--- config.mk ---
export PLATFORM = sky130hd
export DESIGN_NAME = muldiv_unit
export DESIGN_NICKNAME = d
export VERILOG_FILES = /design/src/rtl/muldiv_pkg.sv /design/src/rtl/muldiv_div_core.sv /design/src/rtl/muldiv_unit.sv
export SDC_FILE = /design/constraint.sdc
export NUM_CORES = 2
export LEC_CHECK = 0
export ABC_AREA = 1
export BUFFER_PORTS_ARGS = -buffer_cell sky130_fd_sc_hd__buf_2
export CORE_AREA = 2 2 362 454
export DETAILED_ROUTE_END_ITERATION = 7
export DIE_AREA = 0 0 364 456
export GPL_TIMING_DRIVEN = 1
export PLACE_DENSITY = 0.58
export SLEW_MARGIN = 15
export SYNTH_ARGS = -nofsm -noshare
export SYNTH_HDL_FRONTEND = slang
export SYNTH_SLANG_ARGS = --single-unit
--- constraint.sdc ---
create_clock -name clock_i -period 11 [get_ports clock_i]
set_input_delay 0 -clock clock_i [delete_from_list [all_inputs] [get_ports clock_i]]
set_output_delay 0 -clock clock_i [all_outputs]
set_load 0.005 [all_outputs]
--- src/rtl/muldiv_pkg.sv ---
// Shared op codes, FSM state encoding and defaults for the multiply/divide unit.
package muldiv_pkg;

   localparam int WIDTH_DEF = 32;

   localparam logic [2:0] OP_MULT  = 3'd0;
   localparam logic [2:0] OP_MULTU = 3'd1;
   localparam logic [2:0] OP_DIV   = 3'd2;
   localparam logic [2:0] OP_DIVU  = 3'd3;
   localparam logic [2:0] OP_MADD  = 3'd4;
   localparam logic [2:0] OP_MADDU = 3'd5;
   localparam logic [2:0] OP_MSUB  = 3'd6;
   localparam logic [2:0] OP_MSUBU = 3'd7;

   typedef enum logic [2:0] {
      IDLE,
      MUL,
      DIV_PREP,
      DIV_ITER,
      DIV_FIX
   } state_t;

   function automatic logic is_div_op(input logic [2:0] op);
      return (op == OP_DIV) || (op == OP_DIVU);
   endfunction

endpackage

--- src/rtl/muldiv_div_core.sv ---
// Iterative restoring divider on unsigned magnitudes, one quotient bit per step.
module muldiv_div_core
   import muldiv_pkg::*;
#(
   parameter int WIDTH = WIDTH_DEF
) (
   input  logic             clock_i,
   input  logic             reset_i,
   input  logic             start,
   input  logic             step,
   input  logic [WIDTH-1:0] dividend,
   input  logic [WIDTH-1:0] divisor,
   output logic [WIDTH-1:0] quotient,
   output logic [WIDTH-1:0] remainder,
   output logic             last
);

   localparam int CW = $clog2(WIDTH);

   logic [CW-1:0]    cnt_q;
   logic [WIDTH-1:0] quo_q;
   logic [WIDTH-1:0] rem_q;
   logic [WIDTH-1:0] div_q;
   logic [WIDTH:0]   shifted;
   logic [WIDTH:0]   diff;

   // rem_q < div_q always holds, so a set top bit of diff means a borrow
   assign shifted = {rem_q, quo_q[WIDTH-1]};
   assign diff    = shifted - {1'b0, div_q};

   always_ff @(posedge clock_i or negedge reset_i) begin
      if (!reset_i) begin
         cnt_q <= '0;
         quo_q <= '0;
         rem_q <= '0;
         div_q <= '0;
      end else if (start) begin
         cnt_q <= CW'(WIDTH - 1);
         quo_q <= dividend;
         rem_q <= '0;
         div_q <= divisor;
      end else if (step) begin
         if (!diff[WIDTH]) begin
            rem_q <= diff[WIDTH-1:0];
            quo_q <= {quo_q[WIDTH-2:0], 1'b1};
         end else begin
            rem_q <= shifted[WIDTH-1:0];
            quo_q <= {quo_q[WIDTH-2:0], 1'b0};
         end
         if (cnt_q != '0) cnt_q <= cnt_q - CW'(1);
      end
   end

   assign quotient  = quo_q;
   assign remainder = rem_q;
   assign last      = (cnt_q == '0);

endmodule

--- src/rtl/muldiv_unit.sv ---
// Multi-cycle multiply/divide unit with start/busy/done handshake and flush.
// Define MULDIV_ACC_EN to make op codes 4-7 accumulate into the forwarded hilo_i.
//
// state    | meaning
// IDLE     | waiting for start; done_o pulses here after completion
// MUL      | multiply latency countdown
// DIV_PREP | zero-divisor check, load operand magnitudes into divider
// DIV_ITER | one restoring divide step per cycle
// DIV_FIX  | quotient/remainder sign fixup
module muldiv_unit
   import muldiv_pkg::*;
#(
   parameter int WIDTH      = WIDTH_DEF,
   parameter int MUL_CYCLES = 2
) (
   input  logic                 clock_i,
   input  logic                 reset_i,
   input  logic                 start_i,
   input  logic [2:0]           op_i,
   input  logic [WIDTH-1:0]     operand_a_i,
   input  logic [WIDTH-1:0]     operand_b_i,
   input  logic [2*WIDTH-1:0]   hilo_i,
   input  logic                 flush_i,
   output logic                 busy_o,
   output logic                 done_o,
   output logic [2*WIDTH-1:0]   result_o,
   output logic                 div_by_zero_o
);

   localparam int MCW = (MUL_CYCLES > 1) ? $clog2(MUL_CYCLES) : 1;

   state_t state_q, state_d;

   logic               signed_q;
   logic [WIDTH-1:0]   a_q, b_q;
   logic [MCW-1:0]     mul_cnt_q;

   logic               accept, load_ops, mul_dec;
   logic               div_start, div_step, div_last;
   logic               set_done, dbz_d;
   logic [2*WIDTH-1:0] result_d, result_q;
   logic               done_q, dbz_q;

   logic [2*WIDTH-1:0] ext_a, ext_b, product, mul_result;
   logic               a_neg, b_neg, q_neg, r_neg;
   logic [WIDTH-1:0]   mag_a, mag_b, quo, rem, quo_fix, rem_fix;

   assign accept = (state_q == IDLE) && start_i && !flush_i;

   always_ff @(posedge clock_i or negedge reset_i) begin
      if (!reset_i) begin
         signed_q  <= 1'b0;
         a_q       <= '0;
         b_q       <= '0;
         mul_cnt_q <= '0;
      end else if (load_ops) begin
         signed_q  <= ~op_i[0];
         a_q       <= operand_a_i;
         b_q       <= operand_b_i;
         mul_cnt_q <= MCW'(MUL_CYCLES - 1);
      end else if (mul_dec) begin
         mul_cnt_q <= mul_cnt_q - MCW'(1);
      end
   end

   // Operands are stable for the whole MUL state, so the multiplier is a
   // MUL_CYCLES-cycle path from the operand latches to result_q.
   assign ext_a   = {{WIDTH{signed_q & a_q[WIDTH-1]}}, a_q};
   assign ext_b   = {{WIDTH{signed_q & b_q[WIDTH-1]}}, b_q};
   assign product = ext_a * ext_b;

`ifdef MULDIV_ACC_EN
   logic               acc_q, sub_q;
   logic [2*WIDTH-1:0] hilo_q;

   always_ff @(posedge clock_i or negedge reset_i) begin
      if (!reset_i) begin
         acc_q  <= 1'b0;
         sub_q  <= 1'b0;
         hilo_q <= '0;
      end else if (load_ops) begin
         acc_q  <= op_i[2];
         sub_q  <= op_i[1];
         hilo_q <= hilo_i;
      end
   end

   always_comb begin
      mul_result = product;
      if (acc_q) mul_result = sub_q ? (hilo_q - product) : (hilo_q + product);
   end
`else
   logic unused_hilo;
   assign unused_hilo = ^hilo_i;
   assign mul_result  = product;
`endif

   assign a_neg   = signed_q & a_q[WIDTH-1];
   assign b_neg   = signed_q & b_q[WIDTH-1];
   assign mag_a   = a_neg ? -a_q : a_q;
   assign mag_b   = b_neg ? -b_q : b_q;
   assign q_neg   = a_neg ^ b_neg;
   assign r_neg   = a_neg;
   assign quo_fix = q_neg ? -quo : quo;
   assign rem_fix = r_neg ? -rem : rem;

   muldiv_div_core #(
      .WIDTH (WIDTH)
   ) u_div_core (
      .clock_i   (clock_i),
      .reset_i   (reset_i),
      .start     (div_start),
      .step      (div_step),
      .dividend  (mag_a),
      .divisor   (mag_b),
      .quotient  (quo),
      .remainder (rem),
      .last      (div_last)
   );

   always_ff @(posedge clock_i or negedge reset_i) begin
      if (!reset_i) state_q <= IDLE;
      else          state_q <= state_d;
   end

   always_comb begin
      state_d   = state_q;
      load_ops  = 1'b0;
      mul_dec   = 1'b0;
      div_start = 1'b0;
      div_step  = 1'b0;
      set_done  = 1'b0;
      dbz_d     = 1'b0;
      result_d  = '0;
      case (state_q)
         IDLE: begin
            if (accept) begin
               load_ops = 1'b1;
               state_d  = is_div_op(op_i) ? DIV_PREP : MUL;
            end
         end
         MUL: begin
            if (mul_cnt_q == '0) begin
               state_d  = IDLE;
               set_done = 1'b1;
               result_d = mul_result;
            end else begin
               mul_dec = 1'b1;
            end
         end
         DIV_PREP: begin
            if (b_q == '0) begin
               state_d  = IDLE;
               set_done = 1'b1;
               dbz_d    = 1'b1;
               result_d = {a_q, {WIDTH{1'b1}}};
            end else begin
               div_start = 1'b1;
               state_d   = DIV_ITER;
            end
         end
         DIV_ITER: begin
            div_step = 1'b1;
            if (div_last) state_d = DIV_FIX;
         end
         DIV_FIX: begin
            state_d  = IDLE;
            set_done = 1'b1;
            result_d = {rem_fix, quo_fix};
         end
         default: state_d = IDLE;
      endcase
      // Flush beats everything, including a same-cycle start or completion.
      if (flush_i) begin
         state_d   = IDLE;
         load_ops  = 1'b0;
         mul_dec   = 1'b0;
         div_start = 1'b0;
         div_step  = 1'b0;
         set_done  = 1'b0;
      end
   end

   always_ff @(posedge clock_i or negedge reset_i) begin
      if (!reset_i) begin
         done_q   <= 1'b0;
         dbz_q    <= 1'b0;
         result_q <= '0;
      end else begin
         done_q <= set_done;
         dbz_q  <= set_done & dbz_d;
         if (set_done) result_q <= result_d;
      end
   end

   assign busy_o        = (state_q != IDLE);
   assign done_o        = done_q;
   assign result_o      = result_q;
   assign div_by_zero_o = dbz_q;

endmodule

Word level (Yosys, flattened, before mapping). Cells that the tools add are included.

Register bits after elaboration: 236. Input bits: 135. Output and inout port bits: 67.

$add $sub $neg: 7. Bitwise operators: 5. Reduce and logical (&&, ||, !) cells: 14. Multiplexer cells: 41. Eq/ne operators: 9. Multiply operators: 1.

Operator list (count): 2-to-1 mux 32 bit (9); one-hot mux 64 bit (3 select lines) (1); 2-to-1 mux 64 bit (2); negator 32 bit (4); multiplier 33 x 33 -> 64 bit (1); subtractor 33 x 32 -> 33 bit (1); zero test 32 bit (1); 2-to-1 mux 1 bit (18); 2-to-1 mux 5 bit (3); == test 3 x 2 -> 1 bit (second input constant) (4); 2-to-1 mux 3 bit (4); one-hot mux 3 bit (4 select lines) (1); inequality test 3 bit (second input constant) (3); nonzero test 2 bit (3); zero test 5 bit (1); nonzero test 5 bit (1); subtractor 5 x 1 -> 5 bit (second input constant) (1); 2-to-1 mux 2 bit (2); bitwise AND 1 bit (3); == test 3 x 1 -> 1 bit (second input constant) (1); == test 3 bit (second input constant) (1); zero test 3 bit (1); one-hot mux 1 bit (3 select lines) (1); AND reduction 3 bit (1); 8 further kinds (9).

Longest topological paths before layout.
Depth in word-level cells: 7. Gate-level depth with buffers: 35. Mapped depth without buffers: 33.

Hierarchy. Synthesis repeated with hierarchy kept, for this count alone.

Cells, all modules: 7505. Area, all modules: 56357.8 µm².

By module, submodules not included: muldiv_unit (cells an instance 6422, times used 1, area each 49252.2 µm²); muldiv_div_core (cells an instance 1083, times used 1, area each 7105.6 µm²).

Least setup slack after synthesis. Ideal clock, no wire load.

Kind: flip-flop to flip-flop. Start point: register a_q[31]. End point: register result_q[51], in the netlist result_o[51]. Slack: 3.268 ns. Period minus slack after synthesis: 7.732 ns. Stages on the path, launching flop included: 32. Arrival: 7.611 ns. Setup time: 0.121 ns. Cell sequence: dfrtp_1 buf_2 nand2_1 clkbuf_1 clkbuf_1 nor2_1 fa_1 inv_1 fa_1 inv_1 fa_1 fa_1 inv_1 fa_1 inv_1 fa_1 inv_1 fa_1 fa_1 inv_1 ha_1 nand2_1 nor2_1 inv_1 nor3_1 nand2_1 nor3_1 nand2_1 nand3_1 nand2_1 nand3_1 a21oi_1.

Cells in the longest elaborated chain, start to end: 4.

Ends and longest elaborated chain: start, declared (line muldiv_unit.sv:35) `logic [WIDTH-1:0] a_q, b_q;`; start signal, assigned (line muldiv_unit.sv:58) `a_q <= operand_a_i;`; bitwise AND 1 bit (line muldiv_unit.sv:68, muldiv_unit.sv:98); multiplier 33 x 33 -> 64 bit (line muldiv_unit.sv:70) `assign product = ext_a * ext_b;`; 2-to-1 mux 64 bit (line muldiv_unit.sv:143) `if (mul_cnt_q == '0) begin`; one-hot mux 64 bit (3 select lines) (*) (line muldiv_unit.sv:135) `case (state_q)`; end signal, assigned (line muldiv_unit.sv:192) `if (set_done) result_q <= result_d;`; end, declared (line muldiv_unit.sv:41) `logic [2*WIDTH-1:0] result_d, result_q;`.

Mark *: on every way between the ends. The rest lies on a longest branch, timed or not. A chain may end at the register's enable or synchronous reset.

Worst setup path in the final report.
Start point: register b_q[1]. End point: register result_q[51], in the netlist result_o[51].

Cells in the longest elaborated chain, start to end: 4.

Ends and longest elaborated chain: start, declared (line muldiv_unit.sv:35); start signal, assigned (line muldiv_unit.sv:59) `b_q <= operand_b_i;`; branches (longest 4 deep; another with multiplier 33 x 33 -> 64 bit).

Parallel ways; which one is timed is not known.

==> results.toml <==
[flow_run]
maxCapViolations = 0

[timing]
worst_pin_slew_ns = 1.448
drv_slew = 0
clock_skew_ns = 0.02485
worst_slack_ns = 1.933
rsz0062_at_grt = "false"
slew_headroom_pct = 2.581
final_hold_viol_count = 0
timing.fmax_ghz = 0.1103
period_minus_slack_ns = 9.067
final-setup-viol-count = 0
fin_crit_sh_pct = 82.43
fin_setup_tns_ns = 0

[clock_network]
cts_sinks = 236
max-clock-path-buffers = 3
cts_resized = 0
clk_pin_slew_ns = 0.07
cts_buffers = 27
root_buffer = "clkbuf_16"
tritoncts = "built"
clkLatencyLatePin_ns = 0.62
htree_levels = 1

[yosys]
synth_area_per_cell_um2 = 7.515
yosys.cell_types.count = 49
synth_edf_count = 0
synth.top_cell.area_share_pct = 40.10
synthCells = 7481
ys_seq_elements = 236
synth_top_area_cell = "fa_1"
synth_flop_cell = "dfrtp_1"
yosys_warnings = 0
async_flop_share_pct = 100.0
syn-num-nets = 8992
syn_area_mm2 = 0.05622
seq_area_frac_synth_pct = 10.50
synth_area_leaders = "fa_1 (40%), nand2_1 (14%), inv_1 (13%), dfrtp_1 (11%), ha_1 (5.6%)"

[route]
num_vias = 48370
routed_wl_um = 201100
drt_iter0_markers = 3243
drtAntennaViolNets = 0
vias_per_cell = 4.999
dr.pass1.iters = 6
wl_per_cell_um = 20.79
drc = 0

[critical_path]
cpPeakStageDelay_ns = 1.00
cp.required_ns = 11.53
cp_common_cell = "fa_1"
start_kind = "register"
criticalPathCategory = "register to register"
path_buf_inv = 6
cpMaxStageDelayCell = "fa_1"
cp_max_fo = 33
crit_family = "adder cells"
end_kind = "register"
arrival_ns = 9.60

[grt]
grt_max_degree = 79
gr-total-overflow = 0
antenna_found_initial = 6
grt_util_all_layers_pct = 24.67
grt_pass1_vias = 51700
grt_pass1_wl_um = 310100

[layout]
final_common_cell = "nand2_1"
fill_cells = 16960
synthToLayoutAreaGrowth_pct = 7.867
seq_area_mm2 = 0.005907
final_cell_mix = "nand2_1 (2021), inv_1 (1875), fa_1 (1126), nor2_1 (452), nand3_1 (301)"
nets = 8993
multi_input_area_mm2 = 0.04170
drive_above_1_share_pct = 5.119

[floorplan]
die_y_um = 456
ioPinCount = 202
row_count = 165
dieArea_mm2 = 0.1660
start_util_pct = 34.87
die_w_um = 364
coreArea_mm2 = 0.1612

[placement]
globalplace.congestion = 0.9963
dpl.hpwl_um = 167300
place_ws_ns = 1.970
io_buffers = 137

[status]
run_status = "complete, no violations"

[hold_path]
hp-class = "primary input to register"
## worst reg2reg max path, cell delays in order, from the launching register on
cell and delay (ns):
dfrtp_2 0.92, inv_1 0.35, nor2_1 0.31, fa_1 0.55, fa_1 0.62, fa_1 0.50, fa_1 1.00, inv_1 0.50
fa_1 0.61, inv_1 0.06, fa_1 0.53, inv_1 0.05, fa_1 0.44, fa_1 0.49, inv_1 0.05, ha_1 0.44
nand2_1 0.14, nor2_1 0.16, inv_1 0.07, nor3_1 0.28, nand2_1 0.11, nor3_1 0.14, nand2_1 0.10, nand4_1 0.16
nand3_1 0.21, a21oi_1 0.21
## cell type report
| cell class | instances | share of cell area (%) |
|---|---|---|
| Multi-Input combinational cell | 4995 | 68.76 |
| Timing Repair Buffer | 319 | 3.792 |
| Antenna cell | 4 | 0.01651 |
| Tap cell | 2171 | 4.479 |
| Sequential cell | 236 | 9.741 |
| Clock buffer | 35 | 1.230 |
| Inverter | 1903 | 11.79 |
| Clock inverter | 13 | 0.1898 |
## through the flow
stage	cells	hold WS [ns]	util [%]	cell area (um2)
after floorplan	7481	-0.2956	-	56220
after global placement	9551	-0.03696	36.61	59020
after detailed placement	9551	-0.03449	36.61	59020
after CTS	9672	0.09056	37.60	60630
after global routing	9674	0.1515	37.61	60640
final	9676	0.1148	37.61	60640
## final timing paths
kind                                 startpoint           end  slack, ns  depth (start not counted)
worst max-delay path                     b_q[1]  result_o[51]       1.93                         25
worst min-delay path            operand_a_i[12]       a_q[12]       0.11                          4
worst max register to register           b_q[1]  result_o[51]       1.93                         25
worst min register to register          a_q[18]       a_q[18]       0.49                          2
max in group asynchronous               reset_i        b_q[1]       8.64                          5
min in group asynchronous               reset_i  result_o[10]       0.58                          4
## state kept, by name, indices dropped and copies added (netlist names)
register and count:
div_by_zero_o 1, b_q 32, u_div_core.remainder 32, u_div_core.cnt_q 5, result_o 64, mul_cnt_q 1
done_o 1, signed_q 1, u_div_core.quotient 32, a_q 32, u_div_core.div_q 32, state_q 3
## logic make-up after synthesis
group,Yosys count,share of synthesized area [%]
and+or+nand+nor,2954,21.33
buffers and inverters,2250,15.35
adders and majority gates,1376,45.66
AOI/OAI and AO/OA,584,5.891
DFF,236,10.50
xor gates and xnor gates,81,1.262
## synth_stat cells (4+ instances only)
cell      number
a21boi_0      17
a21oi_1      184
a31oi_1       17
a31oi_2        4
buf_1         91
buf_2         46
buf_4         11
buf_6          9
clkbuf_1     189
dfrtp_1      236
fa_1        1126
ha_1         250
inv_1       1877
inv_2         24
nand2_1     2022
nand3_1      301
nand3_2       11
nand3b_1      19
nand4_1       49
nor2_1       454
nor2_2         4
nor2_4         7
nor3_1        45
nor4_1        13
o211ai_1      13
o21ai_0      249
o21ai_1       18
o21ai_2        8
o21bai_1      30
o221ai_1      20
o22ai_1        5
o31ai_1        8
or2_2         18
xnor2_1       19
xor2_1        62
## layer usage
metal / wire [um] / track usage, % / part of all wire [%]
met1: 77380 / 29.77 / 38
met2: 101100 / 43.76 / 50
met3: 10230 / 1.712 / 5.1
met4: 12370 / 12.97 / 6.2
met5: 0 / 0.02927 / 0
## what timing repair did
action / in CTS / in global routing
hold endpoints to repair: 130 / 0
setup buffers: 0 / 0
setup endpoints to repair: 0 / 0
hold buffers: 73 / 0
Power is left out: the tool's default activity adds up to more than one toggle a clock period on the data nets, which glitch-free logic cannot reach.
